$ cat config.mk
export PLATFORM = sky130hd
export DESIGN_NAME = hazard_scoreboard
export DESIGN_NICKNAME = d
export VERILOG_FILES = /design/src/rtl/hazard_pkg.sv /design/src/rtl/sb_slot_match.sv /design/src/rtl/hazard_scoreboard.sv
export SDC_FILE = /design/constraint.sdc
export NUM_CORES = 1
export LEC_CHECK = 0
export ABC_AREA = 1
export CAP_MARGIN = 25
export CELL_PAD_IN_SITES_DETAIL_PLACEMENT = 1
export CELL_PAD_IN_SITES_GLOBAL_PLACEMENT = 1
export CORE_UTILIZATION = 37
export CTS_CLUSTER_SIZE = 14
export DETAILED_ROUTE_END_ITERATION = 16
export PLACE_DENSITY = 0.89
export SKIP_LAST_GASP = 1
export SLEW_MARGIN = 20
export SYNTH_ARGS = -nofsm -noshare
export SYNTH_HDL_FRONTEND = slang
export SYNTH_SLANG_ARGS = --single-unit
$ cat constraint.sdc
create_clock -name clk -period 2.3 [get_ports clk]
set_input_delay 0.23 -clock clk [delete_from_list [all_inputs] [get_ports clk]]
set_output_delay 0.23 -clock clk [all_outputs]
set_load 0.02 [all_outputs]
$ cat src/rtl/hazard_pkg.sv
// Shared defaults and forward-select encoding for the hazard scoreboard.
package hazard_pkg;
  localparam int unsigned DEPTH_DEFAULT     = 3;
  localparam int unsigned LOAD_SLOT_DEFAULT = 2;
  localparam bit          FWD_EN_DEFAULT    = 1'b1;
  localparam int unsigned REG_AW_DEFAULT    = 5;
  localparam int unsigned CNT_W_DEFAULT     = 32;

  // Forward select: 0 reads the register file, k takes the result held in slot k.
  localparam int unsigned FWD_RF  = 0;
  localparam int unsigned FWD_MEM = 1;
  localparam int unsigned FWD_WB  = 2;
endpackage

$ cat src/rtl/sb_slot_match.sv
// Per-slot RAW comparator: does this in-flight writer produce either ID source?
module sb_slot_match
  import hazard_pkg::*;
#(
  parameter int unsigned REG_AW = REG_AW_DEFAULT
) (
  input  logic              slot_valid,
  input  logic              slot_reg_write,
  input  logic [REG_AW-1:0] slot_rd,
  input  logic [REG_AW-1:0] rs1,
  input  logic [REG_AW-1:0] rs2,
  input  logic              use_rs1,
  input  logic              use_rs2,
  output logic              match_a,
  output logic              match_b
);
  logic writer;

  // r0 is hardwired zero, so it never carries a dependency.
  assign writer  = slot_valid && slot_reg_write;
  assign match_a = use_rs1 && writer && (slot_rd == rs1) && (rs1 != '0);
  assign match_b = use_rs2 && writer && (slot_rd == rs2) && (rs2 != '0);
endmodule

$ cat src/rtl/hazard_scoreboard.sv
// Tracks in-flight writers and resolves ID-stage RAW hazards through stall,
// WB bypass at ID, and registered forward selects for the instruction in EX.
module hazard_scoreboard
  import hazard_pkg::*;
#(
  parameter int unsigned DEPTH     = DEPTH_DEFAULT,
  parameter int unsigned LOAD_SLOT = LOAD_SLOT_DEFAULT,
  parameter bit          FWD_EN    = FWD_EN_DEFAULT,
  parameter int unsigned REG_AW    = REG_AW_DEFAULT,
  parameter int unsigned CNT_W     = CNT_W_DEFAULT
) (
  input  logic                     clk,
  input  logic                     reset,
  input  logic                     id_valid,
  input  logic [REG_AW-1:0]        id_rs1,
  input  logic [REG_AW-1:0]        id_rs2,
  input  logic                     id_use_rs1,
  input  logic                     id_use_rs2,
  input  logic [REG_AW-1:0]        id_rd,
  input  logic                     id_reg_write,
  input  logic                     id_is_load,
  input  logic                     flush,
  output logic                     stall,
  output logic                     id_wb_byp_a,
  output logic                     id_wb_byp_b,
  output logic [$clog2(DEPTH)-1:0] ex_fwd_a,
  output logic [$clog2(DEPTH)-1:0] ex_fwd_b,
  output logic [CNT_W-1:0]         stall_cnt
);
  localparam int unsigned FW = $clog2(DEPTH);

  logic [DEPTH-1:0]  slot_valid, slot_reg_write, slot_is_load;
  logic [REG_AW-1:0] slot_rd [DEPTH];
  logic [DEPTH-1:0]  match_a, match_b, young_a, young_b;
  logic              src_stall_a, src_stall_b, push;
  logic [FW-1:0]     fwd_nxt_a, fwd_nxt_b;

  for (genvar g = 0; g < DEPTH; g++) begin : g_slot
    sb_slot_match #(.REG_AW(REG_AW)) u_match (
      .slot_valid     (slot_valid[g]),
      .slot_reg_write (slot_reg_write[g]),
      .slot_rd        (slot_rd[g]),
      .rs1            (id_rs1),
      .rs2            (id_rs2),
      .use_rs1        (id_use_rs1),
      .use_rs2        (id_use_rs2),
      .match_a        (match_a[g]),
      .match_b        (match_b[g])
    );
  end

  always_comb begin
    logic seen_a, seen_b;
    seen_a      = 1'b0;
    seen_b      = 1'b0;
    young_a     = '0;
    young_b     = '0;
    src_stall_a = 1'b0;
    src_stall_b = 1'b0;
    fwd_nxt_a   = FW'(FWD_RF);
    fwd_nxt_b   = FW'(FWD_RF);
    // One-hot youngest match per source: the lowest-index slot wins.
    for (int unsigned i = 0; i < DEPTH; i++) begin
      young_a[i] = match_a[i] && !seen_a;
      young_b[i] = match_b[i] && !seen_b;
      seen_a     = seen_a || match_a[i];
      seen_b     = seen_b || match_b[i];
    end
    for (int unsigned i = 0; i < DEPTH; i++) begin
      if (FWD_EN) begin
        if (young_a[i] && slot_is_load[i] && (i + 1 < LOAD_SLOT)) src_stall_a = 1'b1;
        if (young_b[i] && slot_is_load[i] && (i + 1 < LOAD_SLOT)) src_stall_b = 1'b1;
        // Producer advances one slot by the time the consumer reaches EX.
        if (young_a[i] && (i < DEPTH - 1)) fwd_nxt_a = FW'(i + 1);
        if (young_b[i] && (i < DEPTH - 1)) fwd_nxt_b = FW'(i + 1);
      end else begin
        if (match_a[i] && (i < DEPTH - 1)) src_stall_a = 1'b1;
        if (match_b[i] && (i < DEPTH - 1)) src_stall_b = 1'b1;
      end
    end
  end

  assign stall       = id_valid && !flush && (src_stall_a || src_stall_b);
  assign push        = id_valid && !stall && !flush;
  assign id_wb_byp_a = id_valid && !stall && young_a[DEPTH-1];
  assign id_wb_byp_b = id_valid && !stall && young_b[DEPTH-1];

  always_ff @(posedge clk) begin
    if (reset) begin
      slot_valid     <= '0;
      slot_reg_write <= '0;
      slot_is_load   <= '0;
      for (int unsigned i = 0; i < DEPTH; i++) slot_rd[i] <= '0;
      ex_fwd_a       <= FW'(FWD_RF);
      ex_fwd_b       <= FW'(FWD_RF);
      stall_cnt      <= '0;
    end else begin
      for (int unsigned i = 1; i < DEPTH; i++) begin
        slot_valid[i]     <= slot_valid[i-1];
        slot_reg_write[i] <= slot_reg_write[i-1];
        slot_is_load[i]   <= slot_is_load[i-1];
        slot_rd[i]        <= slot_rd[i-1];
      end
      slot_valid[0]     <= push;
      slot_reg_write[0] <= push && id_reg_write;
      slot_is_load[0]   <= push && id_is_load;
      slot_rd[0]        <= push ? id_rd : '0;
      ex_fwd_a          <= push ? fwd_nxt_a : FW'(FWD_RF);
      ex_fwd_b          <= push ? fwd_nxt_b : FW'(FWD_RF);
      if (stall && (stall_cnt != '1)) stall_cnt <= stall_cnt + CNT_W'(1);
    end
  end
endmodule

Word level (Yosys, flattened, before mapping)
Memory sizes are Yosys's and may differ from the RTL's.
Cells that the tools add are included.
{"block": "totals", "reg_bits": 43, "latchBits": 0, "ramBits": 15, "romBits": 0, "input_bits": 23, "wordCells": 84, "n_memories": 1}
{"name": "slot_rd", "words": 3, "width": 5, "read_ports": 3, "rd_clocked_by_memory_dff": 0, "wr": 3, "line_no": "hazard_scoreboard.sv:33", "rtl": "logic [REG_AW-1:0] slot_rd [DEPTH];"}
{"block": "classes", "n_addsub": 1, "n_mul": 0, "div": 0, "magnitude_cmp": 0, "eq_ne": 7, "shift": 0, "muxes": 13, "bitwise_logic": 4, "reduce_logical": 50}
{"op": "1-bit logical AND", "n": 36}
{"op": "32-bit by 1-bit adder with 32-bit output (second input constant)", "n": 1}
{"op": "32-bit != test (second input constant)", "n": 1}
{"op": "5-bit == test", "n": 6}
{"op": "5-bit two-way mux", "n": 4}
{"op": "5-bit nonzero test", "n": 2}
{"op": "1-bit two-way mux", "n": 7}
{"op": "1-bit logical NOT", "n": 6}
{"op": "3-bit OR reduction", "n": 2}
{"op": "2-bit two-way mux", "n": 2}
{"op": "1-bit logical OR", "n": 3}
{"op": "1-bit OR", "n": 3}
{"op": "2-bit OR reduction", "n": 1}
{"op": "1-bit inverter", "n": 1}

Depth between registers and ports, before layout
{"block": "depth", "depth_word": 13, "mapped_depth": 13, "depth_no_buf": 12}

By module
Synthesis repeated with hierarchy kept, for this count alone.
{"block": "hier_totals", "cells_unflattened": 607, "area_unflattened_um2": 3492.1}
{"module": "hazard_scoreboard", "n_inst": 1, "cells_each": 418, "area_per_inst_um2": 2775.2, "seq_area_each_um2": 1161.1}
{"module": "sb_slot_match", "n_inst": 3, "cells_each": 63, "area_per_inst_um2": 239.0, "seq_area_each_um2": 0.0}

Worst setup path before layout
No wires, ideal clock.
{"block": "synth_path", "path_type": "flip-flop to flip-flop", "from": "register stall_cnt[1]", "to": "register stall_cnt[28]", "arrival_time_ps": 1699, "required_ps": 2187, "path_slack_ps": 488, "stages_incl_launch_ff": 13, "path_buffers": 0, "synth_period_minus_slack_ps": 1812, "cell_sequence": "dfxtp_1 -> ha_1 -> nand2_1 -> nor2_4 -> nand2_1 -> nor2_4 -> nand2_1 -> nor2_1 -> nand2_1 -> nor2_1 -> nand2_1 -> nand2_1 -> nor2_1"}
{"block": "synth_via", "elab_chain_len": 2, "word_cells_on_any_way": 3, "cone_classes": "add/sub: 1; eq/ne: 1; reduce/logical: 1"}
{"element": "start: declaration", "line_no": "hazard_scoreboard.sv:28", "rtl": "output logic [CNT_W-1:0] stall_cnt"}
{"element": "start signal: assignment", "line_no": "hazard_scoreboard.sv:110", "rtl": "if (stall && (stall_cnt != '1)) stall_cnt <= stall_cnt + CNT_W'(1);"}
{"element": "parallel branches: the longest is 2 deep, another holds 32-bit by 1-bit adder with 32-bit output"}
Several ways; the timed one is not identified.
A chain may end at the register's enable or synchronous reset.

Worst setup path in the final report
{"block": "layout_path", "from": "input port id_rs1[0]", "to": "output port id_wb_byp_a"}
{"block": "layout_via", "elab_chain_len": 10, "word_cells_on_any_way": 20, "cone_classes": "eq/ne: 3; mux: 1; reduce/logical: 16"}
{"element": "start: declaration", "line_no": "hazard_scoreboard.sv:15", "rtl": "input logic [REG_AW-1:0] id_rs1,"}
{"element": "5-bit == test", "line_no": "sb_slot_match.sv:21", "rtl": "assign match_a = use_rs1 && writer && (slot_rd == rs1) && (rs1 != '0);"}
{"element": "1-bit logical AND (2 in a row)", "line_no": "sb_slot_match.sv:21"}
{"element": "1-bit logical AND", "line_no": "hazard_scoreboard.sv:71", "rtl": "if (young_a[i] && slot_is_load[i] && (i + 1 < LOAD_SLOT)) src_stall_a = 1'b1;"}
{"element": "1-bit two-way mux", "line_no": "hazard_scoreboard.sv:71"}
{"element": "1-bit logical OR", "line_no": "hazard_scoreboard.sv:83", "rtl": "assign stall = id_valid && !flush && (src_stall_a || src_stall_b);"}
{"element": "1-bit logical AND", "line_no": "hazard_scoreboard.sv:83"}
{"element": "1-bit logical NOT", "line_no": "hazard_scoreboard.sv:85", "rtl": "assign id_wb_byp_a = id_valid && !stall && young_a[DEPTH-1];"}
{"element": "1-bit logical AND", "line_no": "hazard_scoreboard.sv:85"}
{"element": "1-bit logical AND *", "line_no": "hazard_scoreboard.sv:85"}
{"element": "end: declaration", "line_no": "hazard_scoreboard.sv:24", "rtl": "output logic id_wb_byp_a,"}
Mark *: on every way between the ends. The rest lies on a longest branch, timed or not.

==> metrics.cfg <==
[run_status]
status = finished clean

[worst_setup_path]
startpoint_type = primary input
worstPathMaxFanout = 4
end_kind = output port
r2r_end = stall_cnt[9]
arrival_ns = 1.96
r2r_slack_ns = 0.22
worstRegToRegCells = 11
crit_start = id_rs1[0]
required_ns = 2.07
timing.rr.start = stall_cnt[1]
crit_type = in -> out
crit_path_end = id_wb_byp_a

[sta]
max_clock_freq_ghz = 0.457
slew_violations = 0
hold_viol_final = 0
final.period_utilization = 0.952
period_minus_slack_ns = 2.19
rsz0062_at_grt = false
finClkSkew_ns = 0.0108
finalSetupViolCount = 0
worstMarginPinSlew_ns = 0.427
finalSetupTns_ns = 0
slew_headroom = 0.713

[global_routing]
overflow = 0
first_global_vias = 3972
grt_max_degree = 33
grt_pass1_wl_mm = 19.2
grt_util_all_layers = 0.254
antenna_found_initial = 0

[synth]
syn_area_um2 = 3380
async_flop_share = 0
synth.top_cell.area_share = 0.344
synth_most_common_cell = nand2_1
netlist_instances = 530
synth_area_leader_cell = dfxtp_1
synth_seq_area_share = 0.344
synth_commonest_cells = nand2_1 (121), nor2_1 (106), inv_1 (95)
avgSynthCellArea_um2 = 6.37
synth_area_leaders = dfxtp_1 (34%), nand2_1 (13%), nor2_1 (12%), inv_1 (11%), nand4_1 (5.0%)
yosysUniqueCellTypes = 36
ys_seq_elements = 58
synth_edf_count = 0
synthesis.nets = 554
ys_warn_count = 0
yosys_most_used_dff = dfxtp_1

[die]
start_util = 0.385
fp.dieW_um = 97.5
die_area_um2 = 9510
rows = 34
die_height_um = 97.5
io_pins = 62
core-area_um2 = 8760

[routing]
vias = 3722
wl_mm = 11.8
drt_iter0_drc = 149
drcViolationCount = 0
ant_nets = 0
wl_per_cell_um = 15.9
avgViaCountPerCell = 5.04
drt-pass1-iter-count = 4

[final_layout]
final_area_um2 = 4510
final_util = 0.515
nFillCells = 1178
drive_gt1_frac = 0.127
finalNonFillerCells = 739
fin_nets = 650
area_delta_synth_final_pct = 33.6
antenna_cells = 0

[pwr]
power_density_nw_per_um2 = 452
leakage_uw = 0.00190
fin_total_pwr_uw = 2040
ir_drop_mv = 0.206

[job]
maxCapViolations = 0

[cts]
insertion_delay_ns = 0.34
numCtsBuffers = 9
cts_tree = done
clkTransAtPathRegs_ns = 0.07
clkSinkCount = 58
cts_htree_levels = 3
cts_root_buf = clkbuf_8
clockBufferDepth = 2

[hold_path]
min_path_type = in -> reg

[place]
numPortBuffers = 61
routabilityCongestion = 0.903
hpwl_mm = 8.82
dpl_cell_area_um2 = 4280
placed_cells = 717

layer usage:
metal,track usage,share of wire,vias up
met5,0,0,-
met4,0.0995,0.023,0
met3,0.0417,0.035,21
met2,0.444,0.49,87
met1,0.308,0.45,1789
li1,-,-,1825
cell families (layout without fill, tap and decap cells):
family	count (synthesis)	after routing	share of synthesized area
AO/OA/AOI/OAI	37	37	0.0663
flip-flops	58	58	0.344
AND/OR/NAND/NOR	303	304	0.408
XOR/XNOR	19	19	0.0493
adder cells (fa/ha/maj)	1	1	0.00370
buffers and inverters	112	212	0.129
through the flow:
step,setup WS [ns],hold WS [ns]
floorplan,0.488,0.301
global placement,-0.148,0.411
detailed placement,-0.147,0.416
CTS,-0.137,0.415
global route,0.00241,0.420
finish,0.110,0.414
worst max-delay path, stage by stage:
cell	delay [ns]
clkdlybuf4s50_1	0.43
buf_4	0.17
xnor2_1	0.20
nand2_1	0.09
nor2_1	0.12
nand2_2	0.11
nand2_8	0.07
nand2_2	0.07
nand2_1	0.11
nor2_1	0.06
dlygate4sd2_1	0.31
sequential cells by signal, indices dropped and copies added, names as in the netlist:
signal	flops
stall_cnt	32
slot_rd	15
slot_reg_write	3
slot_valid	3
ex_fwd_a	2
ex_fwd_b	2
slot_is_load	1
layout by cell type (no fill, tap or decap), drive strengths merged:
cell type and n:
xor2 7, or2 2, nand3 21, o21bai 6, clkinv 3, nor2 113
nor3b 1, and3 1, buf 34, or3 1, nand4 28, nand2 125
dfxtp 58, inv 101, clkbuf 13, o21ai 21, a21oi 7, o2111ai 2
dlygate4sd2 2, dlymetal6s2s 1, xnor2 12, o22ai 1, nor4 2, clkdlybuf4s50 58
nor3 10, ha 1
worst min-delay path by stage:
| stage | start | end | slack [ns] | depth (start not counted) |
|---|---|---|---|---|
| 2_1_floorplan | reset | slot_rd[0][5] | 0.30 | 1 |
| 3_3_place_gp | slot_valid[0] | slot_valid[1] | 0.41 | 2 |
| 3_5_place_dp | slot_valid[0] | slot_valid[1] | 0.42 | 2 |
| 4_1_cts | id_rd[4] | slot_rd[0][4] | 0.42 | 3 |
| 5_1_grt | id_rd[1] | slot_rd[0][1] | 0.42 | 3 |
| 6_report | id_rd[4] | slot_rd[0][4] | 0.41 | 3 |
layout make-up:
class                   count  area, um2  area share
repair buffers             95        866       0.192
clock buffers              13        149      0.0330
flip-flops and latches     58       1160       0.258
multi-input cells         361       1810       0.400
clock inverters             3       15.0     0.00333
inverters                 101        379      0.0840
well taps                 108        135      0.0299
report_power, final:
group          internal [uW]  switching, uW
clock                    416            419
sequential              1010           7.01
combinational           88.6           96.2
what timing repair did:
item                                    CTS  global route
pin swaps                                 0             1
endpoints found under the setup margin    3             8
endpoints found under the hold margin     0             0
hold buffers                              0             0
gates resized for setup                   4             4
gates cloned                              0             1
setup buffers                             0             5
Power figures use the tool's default switching activity.
